$ cat src/rtl/pixel_fb_writer.sv
`default_nettype none
// ============================================================================
// Module      : pixel_fb_writer
// Description : Clips, de-duplicates and buffers a pixel stream into
//               framebuffer write requests with a per-frame handshake.
// Revision    : 1.0 - initial release
// ============================================================================
module pixel_fb_writer #(
    parameter int H_RES      = 256,
    parameter int V_RES      = 128,
    parameter int ADDR_W     = 15,
    parameter int COLOR_W    = 8,
    parameter int FIFO_DEPTH = 4
) (
    input  logic               clk,
    input  logic               reset,
    input  logic               start,
    input  logic               pix_valid,
    output logic               pix_ready,
    input  logic [8:0]         pix_x,
    input  logic [7:0]         pix_y,
    input  logic [COLOR_W-1:0] pix_color,
    input  logic               stream_done,
    output logic               fb_we,
    output logic [ADDR_W-1:0]  fb_addr,
    output logic [COLOR_W-1:0] fb_wdata,
    input  logic               fb_ack,
    output logic               frame_done,
    output logic [15:0]        clip_count
);

    localparam int c_PTR_W   = $clog2(FIFO_DEPTH);
    localparam int c_ENTRY_W = ADDR_W + COLOR_W;

    typedef enum logic [1:0] {
        IDLE  = 2'd0,
        RUN   = 2'd1,
        DRAIN = 2'd2,
        DONE  = 2'd3
    } state_t;

    state_t                 r_state;
    logic [c_ENTRY_W-1:0]   r_mem [FIFO_DEPTH];
    logic [c_PTR_W-1:0]     r_wr_ptr;
    logic [c_PTR_W-1:0]     r_rd_ptr;
    logic [c_PTR_W:0]       r_count;
    logic [15:0]            r_clip_count;
    logic [ADDR_W-1:0]      r_last_addr;
    logic                   r_last_valid;

    logic signed [31:0]     w_x_s;
    logic signed [31:0]     w_y_s;
    logic                   w_in_range;
    logic [ADDR_W-1:0]      w_addr;
    logic                   w_full;
    logic                   w_empty;
    logic                   w_accept;
    logic                   w_dup;
    logic                   w_push;
    logic                   w_pop;
    logic                   w_clip;
    logic                   w_start_take;
    logic [c_ENTRY_W-1:0]   w_head;

    // Coordinates are two's complement; sign-extend before range checks.
    assign w_x_s      = {{23{pix_x[8]}}, pix_x};
    assign w_y_s      = {{24{pix_y[7]}}, pix_y};
    assign w_in_range = (w_x_s >= 0) && (w_x_s < H_RES) &&
                        (w_y_s >= 0) && (w_y_s < V_RES);
    assign w_addr     = ADDR_W'(w_y_s * H_RES + w_x_s);

    assign w_full       = (r_count == (c_PTR_W + 1)'(FIFO_DEPTH));
    assign w_empty      = (r_count == '0);
    assign pix_ready    = (r_state == RUN) && !w_full;
    assign w_accept     = pix_valid && pix_ready;
    assign w_dup        = r_last_valid && (w_addr == r_last_addr);
    assign w_push       = w_accept && w_in_range && !w_dup;
    assign w_clip       = w_accept && !w_in_range;
    assign w_pop        = !w_empty && fb_ack;
    assign w_start_take = start && ((r_state == IDLE) || (r_state == DONE));

    // Head is masked while empty so stale storage never reaches the bus.
    assign w_head     = r_mem[r_rd_ptr];
    assign fb_we      = !w_empty;
    assign fb_addr    = w_empty ? '0 : w_head[c_ENTRY_W-1:COLOR_W];
    assign fb_wdata   = w_empty ? '0 : w_head[COLOR_W-1:0];
    assign frame_done = (r_state == DONE);
    assign clip_count = r_clip_count;

    always_ff @(posedge clk) begin
        if (w_push) begin
            r_mem[r_wr_ptr] <= {w_addr, pix_color};
        end
    end

    always_ff @(posedge clk or posedge reset) begin
        if (reset) begin
            r_state      <= IDLE;
            r_wr_ptr     <= '0;
            r_rd_ptr     <= '0;
            r_count      <= '0;
            r_clip_count <= '0;
            r_last_addr  <= '0;
            r_last_valid <= 1'b0;
        end else begin
            case (r_state)
                IDLE:    if (start)       r_state <= RUN;
                RUN:     if (stream_done) r_state <= DRAIN;
                DRAIN:   if (w_empty)     r_state <= DONE;
                DONE:    if (start)       r_state <= RUN;
                default:                  r_state <= IDLE;
            endcase

            if (w_push) begin
                r_wr_ptr <= r_wr_ptr + 1'b1;
            end
            if (w_pop) begin
                r_rd_ptr <= r_rd_ptr + 1'b1;
            end
            case ({w_push, w_pop})
                2'b10:   r_count <= r_count + 1'b1;
                2'b01:   r_count <= r_count - 1'b1;
                default: r_count <= r_count;
            endcase

            if (w_start_take) begin
                r_clip_count <= '0;
            end else if (w_clip && (r_clip_count != 16'hFFFF)) begin
                r_clip_count <= r_clip_count + 16'd1;
            end

            if (w_start_take) begin
                r_last_valid <= 1'b0;
            end else if (w_push) begin
                r_last_valid <= 1'b1;
                r_last_addr  <= w_addr;
            end
        end
    end

endmodule
`default_nettype wire

$ cat config.mk
export PLATFORM = sky130hd
export DESIGN_NAME = pixel_fb_writer
export DESIGN_NICKNAME = d
export VERILOG_FILES = /design/src/rtl/pixel_fb_writer.sv
export SDC_FILE = /design/constraint.sdc
export NUM_CORES = 1
export LEC_CHECK = 0
export CAP_MARGIN = 20
export CORE_UTILIZATION = 30
export CTS_CLUSTER_SIZE = 30
export DETAILED_ROUTE_END_ITERATION = 8
export HOLD_SLACK_MARGIN = 0.06
export PLACE_DENSITY_LB_ADDON = 0.15
export SLEW_MARGIN = 20
export SYNTH_ARGS = -nofsm -noshare
export SYNTH_HDL_FRONTEND = slang
export SYNTH_SLANG_ARGS = --single-unit
export TNS_END_PERCENT = 10
$ cat constraint.sdc
create_clock -name clk -period 2.24 [get_ports clk]
set_input_delay 0.448 -clock clk [delete_from_list [all_inputs] [get_ports clk]]
set_output_delay 0.448 -clock clk [all_outputs]
set_load 0.02 [all_outputs]
==> reports/qor.tcl, run 1 <==
set qor(routed_wire_length_per_instance_um) 16.6
set qor(timing.critical_path.to) {r_count[2]}
set qor(timing.final.max_slew_violations) 0
set qor(io_buffer_count) 72
set qor(power.net_switching_uw) 2910
set qor(grt_setup_unrepaired) {yes}
set qor(rr_worst_depth) 11
set qor(seqPwrFrac_pct) 33.1
set qor(gp_routability_congestion) 0.756
set qor(first_global_vias) 3699
set qor(synth.top_cells.by_area) {edfxtp_1 (46%), dfrtp_1 (17%), mux4_2 (8.7%)}
set qor(comb_power_share_pct) 36.3
set qor(worst_setup_margin_ns) -0.637
set qor(worst-path-max-fanout) 2
set qor(ios) 73
set qor(detailedRoute.firstIterationViolations) 128
set qor(min_period_over_period_pct) 128
set qor(netlist_instances) 368
set qor(met3_wirelength_um) 539
set qor(placement_rows) 51
set qor(failed_checks) {negative setup slack}
set qor(internal_power_uw) 6690
set qor(yosys.area.top_type_share_pct) 46.5
set qor(maxUsedRoutingLayer) {met4}
set qor(timing.final.crit_period_ns) 2.88
set qor(ctsHtreeMaxLevel) 4
set qor(grt.total_usage_pct) 13.7
set qor(final_layout_size_suffix_gt1_share_pct) 36.6
set qor(antenna_violations_before_repair) 0
set qor(synth_enable_flop_cells) 92
set qor(max-cap-violations) 0
set qor(drt_pass1_iterations) 6
set qor(post-route-drc-count) 0
set qor(die_area_sq_um) 20400
set qor(hold_violations) 0
set qor(post_place_setup_slack_ns) -1.57
set qor(layout.cell_area.non_filler_sq_um) 8170
set qor(die_width_um) 143
set qor(cts_root_buffer) {clkbuf_16}
set qor(m1WireLength_um) 5780
set qor(gr-total-overflow) 0
set qor(r2r_setup_slack_ns) -0.20
set qor(layout_commonest_cell) {edfxtp_1}
set qor(die_height_um) 143
set qor(endpoint_kind) {register}
set qor(drt.antenna.violating_nets) 0
set qor(power.static_leakage_uw) 0.00316
set qor(timing.hold.worst.class) {in -> async}
set qor(synth.yosys.seq_area_share_pct) 63.7
set qor(pnr_total_power_uw) 9590
set qor(postCtsHoldBufs) 0
set qor(final_nets) 548
set qor(core_area_sq_um) 19500
set qor(tightestPinTransition_ns) 0.458
set qor(final-setup-viol-count) 131
set qor(routed_length_on_met2_um) 6480
set qor(post_route_setup_tns_ns) -45.63
set qor(timing.critical_path.from) {pix_x[8]}
set qor(maximum_clock_insertion_buffer_count) 2
set qor(path_class) {in -> reg}
set qor(cell_variety_after_synth) 42
set qor(clk_pin_slew_worst_paths_ns) 0.06
set qor(clock_skew_ns) 0.0103
set qor(floorplan.initialDensity_pct) 30.5
set qor(clock_sinks) 133
set qor(maxClockFrequency_mhz) 348
set qor(postSynthRegisterBits) 133
set qor(most_frequent_cells_in_the_layout) {edfxtp_1 (92), clkdlybuf4s50_1 (43), buf_4 (42)}
set qor(vdd_ir_drop_max_mv) 0.559
set qor(hold-worst-slack_ns) 0.398
set qor(postPlaceCellArea_sq_um) 7450
set qor(tritoncts.num_buffers) 17
set qor(async_reset_ff_share_pct) 30.8
set qor(grt_start_max_net_pins) 42
set qor(route.final.wire_length_um) 12900
set qor(power.share.switching_pct) 30.3
set qor(slew_headroom_pct) 69.3
set qor(yosys_most_used_dff) {edfxtp_1}
set qor(clock_latency_ns) 0.42
set qor(synth_area_per_cell_sq_um) 16.2
set qor(detail_route.vias_per_cell) 4.44
set qor(area_delta_synth_final_pct) 37.5
set qor(n_antenna_cell) 0
set qor(crit-reg2reg-launch) {r_last_addr[10]}
set qor(detailedPlacementHpwl_um) 8320
set qor(tritoncts_clock_tree) {done}
set qor(required_time_at_the_endpoint_of_the_critical_path_ns) 2.57
set qor(num_vias) 3454
set qor(worstPathArrival_ns) 3.21
set qor(power_density_nw_per_um2) 1170
set qor(syn-num-nets) 416
set qor(synth_warnings) 0
set qor(synth_area_sq_um) 5940
set qor(wire_length_of_the_first_global_routing_pass_um) 20400
set qor(outcome) {finished with violations}
set qor(cp-start-kind) {input port}
set qor(reg2reg_end) {r_count[2]}
set qor(share_clk_of_total_power_pct) 30.6
set qor(synth_largest_area_cell) {edfxtp_1}
==> layer usage <==
layer,vias to the layer above,track usage [%]
li1,1619,-
met5,-,0
met2,71,23.2
met3,13,3.76
met4,0,4.07
met1,1751,16.9
==> synth_stat cells (all sizes together) (2+ instances only) <==
library cell	count
a2111oi	2
a21o	2
a21oi	6
and2	31
and4	2
buf	5
clkbuf	10
dfrtp	41
edfxtp	92
fa	2
ha	15
inv	10
mux2	15
mux2i	2
mux4	23
nand2	11
nand3	9
nand4	7
nor2	24
o21ai	4
xnor2	18
xnor3	2
xor2	23
==> through the flow <==
stage | utilization, % | std cells
3_5_place_dp | 38.3 | 740
5_1_grt | 42.0 | 778
2_1_floorplan | - | 368
4_1_cts | 41.5 | 776
6_report | 42.0 | 778
3_3_place_gp | 38.3 | 740
==> repair_timing <==
| item | in CTS | in global routing |
|---|---|---|
| pin swaps | 11 | 13 |
| setup endpoints to repair | 150 | 140 |
| endpoints found under the hold margin | 0 | 0 |
| gates cloned | 1 | 1 |
| resized for setup | 119 | 27 |
| setup buffers | 3 | 1 |
==> registers in the layout, indices dropped and copies added (netlist names) <==
name and flops:
r_mem 92, clip_count 16, r_last_addr 15, r_count 3, r_rd_ptr 2, r_state 2
r_wr_ptr 2, r_last_valid 1
==> power by group through the flow <==
stage / Sequential, uW / Combinational (uW) / Clock, uW
floorplan: 3160 / 2120 / 0
global placement: 3200 / 3550 / 0
detailed placement: 3210 / 3580 / 0
CTS: 3170 / 3390 / 3010
global route: 3200 / 3800 / 3100
finish: 3170 / 3490 / 2930
==> how the worst min path moves through the flow <==
stage                                from               to  depth (start not counted)  slack [ns]
after floorplan                r_count[2]       r_count[2]                          1        0.44
after CTS                        pix_x[8]     r_mem[0][16]                          2        0.39
after global routing             pix_x[8]     r_mem[0][16]                          2        0.40
after detailed placement  r_last_addr[11]  r_last_addr[11]                          1        0.51
after global placement    r_last_addr[13]  r_last_addr[13]                          1        0.51
final                               reset   clip_count[12]                          3        0.40
==> cells by family after synthesis <==
kind of cell | Yosys count | share of synthesized area, %
simple gates | 93 | 8.61
flops | 133 | 63.7
xor+xnor | 43 | 6.93
fa+ha+maj | 17 | 3.83
compound gates | 17 | 2.36
mux | 40 | 12.5
buf+inv | 25 | 2.00
==> final cells by class <==
cell class              count  area [sq um]
inverters                  10          37.5
repair buffers            128          1240
fillers                  1811         11300
clock inverters            15           203
flip-flops and latches    133          3790
clock buffers              17           425
multi-input cells         210          2140
well taps                 265           332
==> critical path, cell delays in order <==
cell and delay, ns:
buf_8 0.10, ha_4 0.15, fa_2 0.41, xor2_2 0.18
buf_4 0.15, nand2_4 0.05, a2111oi_4 0.34, and4bb_1 0.28
a31oi_4 0.10, inv_2 0.08, ha_4 0.13, inv_2 0.04
fa_2 0.32, xor2_1 0.15, nor2_1 0.12, xor2_1 0.15
(Power assumes the default switching activity.)
==> run 2: changes to the inputs <==
- CTS_CLUSTER_DIAMETER: default -> 150
- GPL_TIMING_DRIVEN: default -> 0
==> reports/qor.tcl, run 2 (synthesized netlist as in run 1, its figures left out) <==
set qor(postCtsHoldBufs) 0 ;# unchanged
set qor(io_buffer_count) 72 ;# unchanged
set qor(max-cap-violations) 0 ;# unchanged
set qor(wire_length_of_the_first_global_routing_pass_um) 19800 ;# -3.2%
set qor(timing.hold.worst.class) {in -> async}
set qor(final_layout_size_suffix_gt1_share_pct) 32.2 ;# -4.4 points
set qor(reg2reg_end) {r_count[2]}
set qor(outcome) {finished with violations}
set qor(endpoint_kind) {register}
set qor(ios) 73 ;# unchanged
set qor(failed_checks) {negative setup slack}
set qor(r2r_setup_slack_ns) -0.32 ;# -0.12 ns
set qor(final.fill_count) 1847 ;# +2.0%
set qor(pnr_total_power_uw) 9470 ;# -1.2%
set qor(hold_violations) 0 ;# unchanged
set qor(clock_sinks) 133 ;# unchanged
set qor(final_nets) 525 ;# -4.2%
set qor(timing.critical_path.from) {pix_x[8]}
set qor(drt.antenna.violating_nets) 0 ;# unchanged
set qor(rr_worst_depth) 11 ;# unchanged
set qor(post-route-drc-count) 0 ;# unchanged
set qor(grt_setup_unrepaired) {yes}
set qor(first_global_vias) 3571 ;# -3.5%
set qor(die_area_sq_um) 20400 ;# unchanged
set qor(clock_skew_ns) 0.0117 ;# +0.00133 ns
set qor(regMostFlops) {r_mem}
set qor(worst_setup_margin_ns) -0.781 ;# -0.144 ns
set qor(maximum_clock_insertion_buffer_count) 2 ;# unchanged
set qor(gp_routability_congestion) 0.739 ;# -2.2%
set qor(num_vias) 3321 ;# -3.9%
set qor(tritoncts.num_buffers) 17 ;# unchanged
set qor(cts_root_buffer) {clkbuf_16}
set qor(grt.total_usage_pct) 13.5 ;# -0.14 points
set qor(layout_commonest_cell) {edfxtp_1}
set qor(cp-start-kind) {input port}
set qor(grt_start_max_net_pins) 32 ;# -24%
set qor(worstPathArrival_ns) 3.36 ;# +0.15 ns
set qor(floorplan.initialDensity_pct) 30.5 ;# unchanged
set qor(n_antenna_cell) 0 ;# unchanged
set qor(core_area_sq_um) 19500 ;# unchanged
set qor(detailedRoute.firstIterationViolations) 109 ;# -15%
set qor(crit-reg2reg-launch) {r_last_addr[10]}
set qor(detail_route.vias_per_cell) 4.40 ;# -0.92%
set qor(min_period_over_period_pct) 135 ;# +6.4 points
set qor(drt_pass1_iterations) 4 ;# -2
set qor(most_frequent_cells_in_the_layout) {edfxtp_1 (92), clkdlybuf4s50_1 (43), dfrtp_1 (39)}
set qor(fin_util_pct) 40.8 ;# -1.1 points
set qor(area_delta_synth_final_pct) 33.8
set qor(detailedPlacementHpwl_um) 7990 ;# -4.0%
set qor(maxClockFrequency_mhz) 331 ;# -4.8%
set qor(die_height_um) 143 ;# unchanged
set qor(clk_pin_slew_worst_paths_ns) 0.06 ;# about the same
set qor(power.static_leakage_uw) 0.00302 ;# -4.2%
set qor(max_ffs_per_register) 92 ;# unchanged
set qor(worst-path-max-fanout) 4 ;# +2
set qor(route.final.wire_length_um) 12700 ;# -1.9%
set qor(slew_headroom_pct) 53.1 ;# -16 points
set qor(timing.final.crit_period_ns) 3.02 ;# +0.144 ns
set qor(routed_wire_length_per_instance_um) 16.8 ;# +1.1%
set qor(tritoncts_clock_tree) {done}
set qor(final-setup-viol-count) 137 ;# +4.6%
set qor(die_width_um) 143 ;# unchanged
set qor(gr-total-overflow) 0 ;# unchanged
set qor(tightestPinTransition_ns) 0.703 ;# +0.245 ns
set qor(power_density_nw_per_um2) 1190 ;# +1.5%
set qor(clock_latency_ns) 0.42 ;# about the same
set qor(placement_rows) 51 ;# unchanged
set qor(timing.final.max_slew_violations) 0 ;# unchanged
set qor(multi_input_logic_area_sq_um) 2190 ;# +2.0%
set qor(ctsHtreeMaxLevel) 4 ;# unchanged
set qor(antenna_violations_before_repair) 0 ;# unchanged
set qor(layout.area.seq_sq_um) 3790 ;# about the same
set qor(hold-worst-slack_ns) 0.293 ;# -0.105 ns
set qor(required_time_at_the_endpoint_of_the_critical_path_ns) 2.57 ;# about the same
set qor(path_class) {in -> reg}
set qor(vdd_ir_drop_max_mv) 0.571 ;# +2.2%
## run 2: through the flow
step	instance area [sq um]	setup TNS, ns	cells	setup WS [ns]
floorplan	5960	-56.87	368	-0.938
global placement	7020	-264.94	705	-2.25
detailed placement	7040	-257.55	706	-2.29
CTS	7830	-66.35	748	-0.849
global route	7950	-83.73	755	-0.931
finish	7950	-70.34	755	-0.781
## run 2: cell type report
class | instances | area share (%)
well taps | 265 | 4.17
plain buffers | 12 | 1.79
repair buffers | 91 | 10.5
clock buffers | 17 | 5.35
inverters | 10 | 0.472
multi-input cells | 212 | 27.5
clock inverters | 15 | 2.50
flip-flops and latches | 133 | 47.7
## run 2: how the worst max path moves through the flow
stage                  to  slack, ns  depth (start not counted)
2_1_floorplan  r_count[2]      -0.94                         14
3_3_place_gp   r_count[2]      -2.25                         15
3_5_place_dp   r_count[2]      -2.29                         15
4_1_cts        r_count[2]      -0.85                         15
5_1_grt        r_count[2]      -0.93                         17
6_report       r_count[2]      -0.78                         15
## run 2: critical path: stages
cell and delay [ns]:
buf_12 0.11, ha_4 0.15, fa_2 0.43, xor2_4 0.18, or2_1 0.25, a2111oi_4 0.35, and4bb_2 0.32, a31oi_4 0.11
inv_2 0.08, ha_4 0.13, inv_2 0.03, fa_2 0.32, xor2_1 0.14, nor2_1 0.12, xor2_1 0.17
## run 2: routing by layer
metal / track usage (%) / wire length, um
met5: 0 / 0
met4: 5.43 / 165
met3: 3.96 / 548
met2: 22.0 / 6240
met1: 16.8 / 5740
## run 2: what timing repair did
item	4_1_cts	5_1_grt
buffers inserted	11	6
gates resized for setup	132	41
setup endpoints to repair	162	145
hold endpoints to repair	0	0
pin swaps	14	15
gates cloned	2	1
## run 2: where the power goes
group | leakage, uW | internal, uW | switching (uW)
combinational | 0.00137 | 1730 | 1590
sequential | 0.00135 | 2970 | 233
clock | 0.000308 | 1870 | 1080
total | 0.00302 | 6570 | 2910
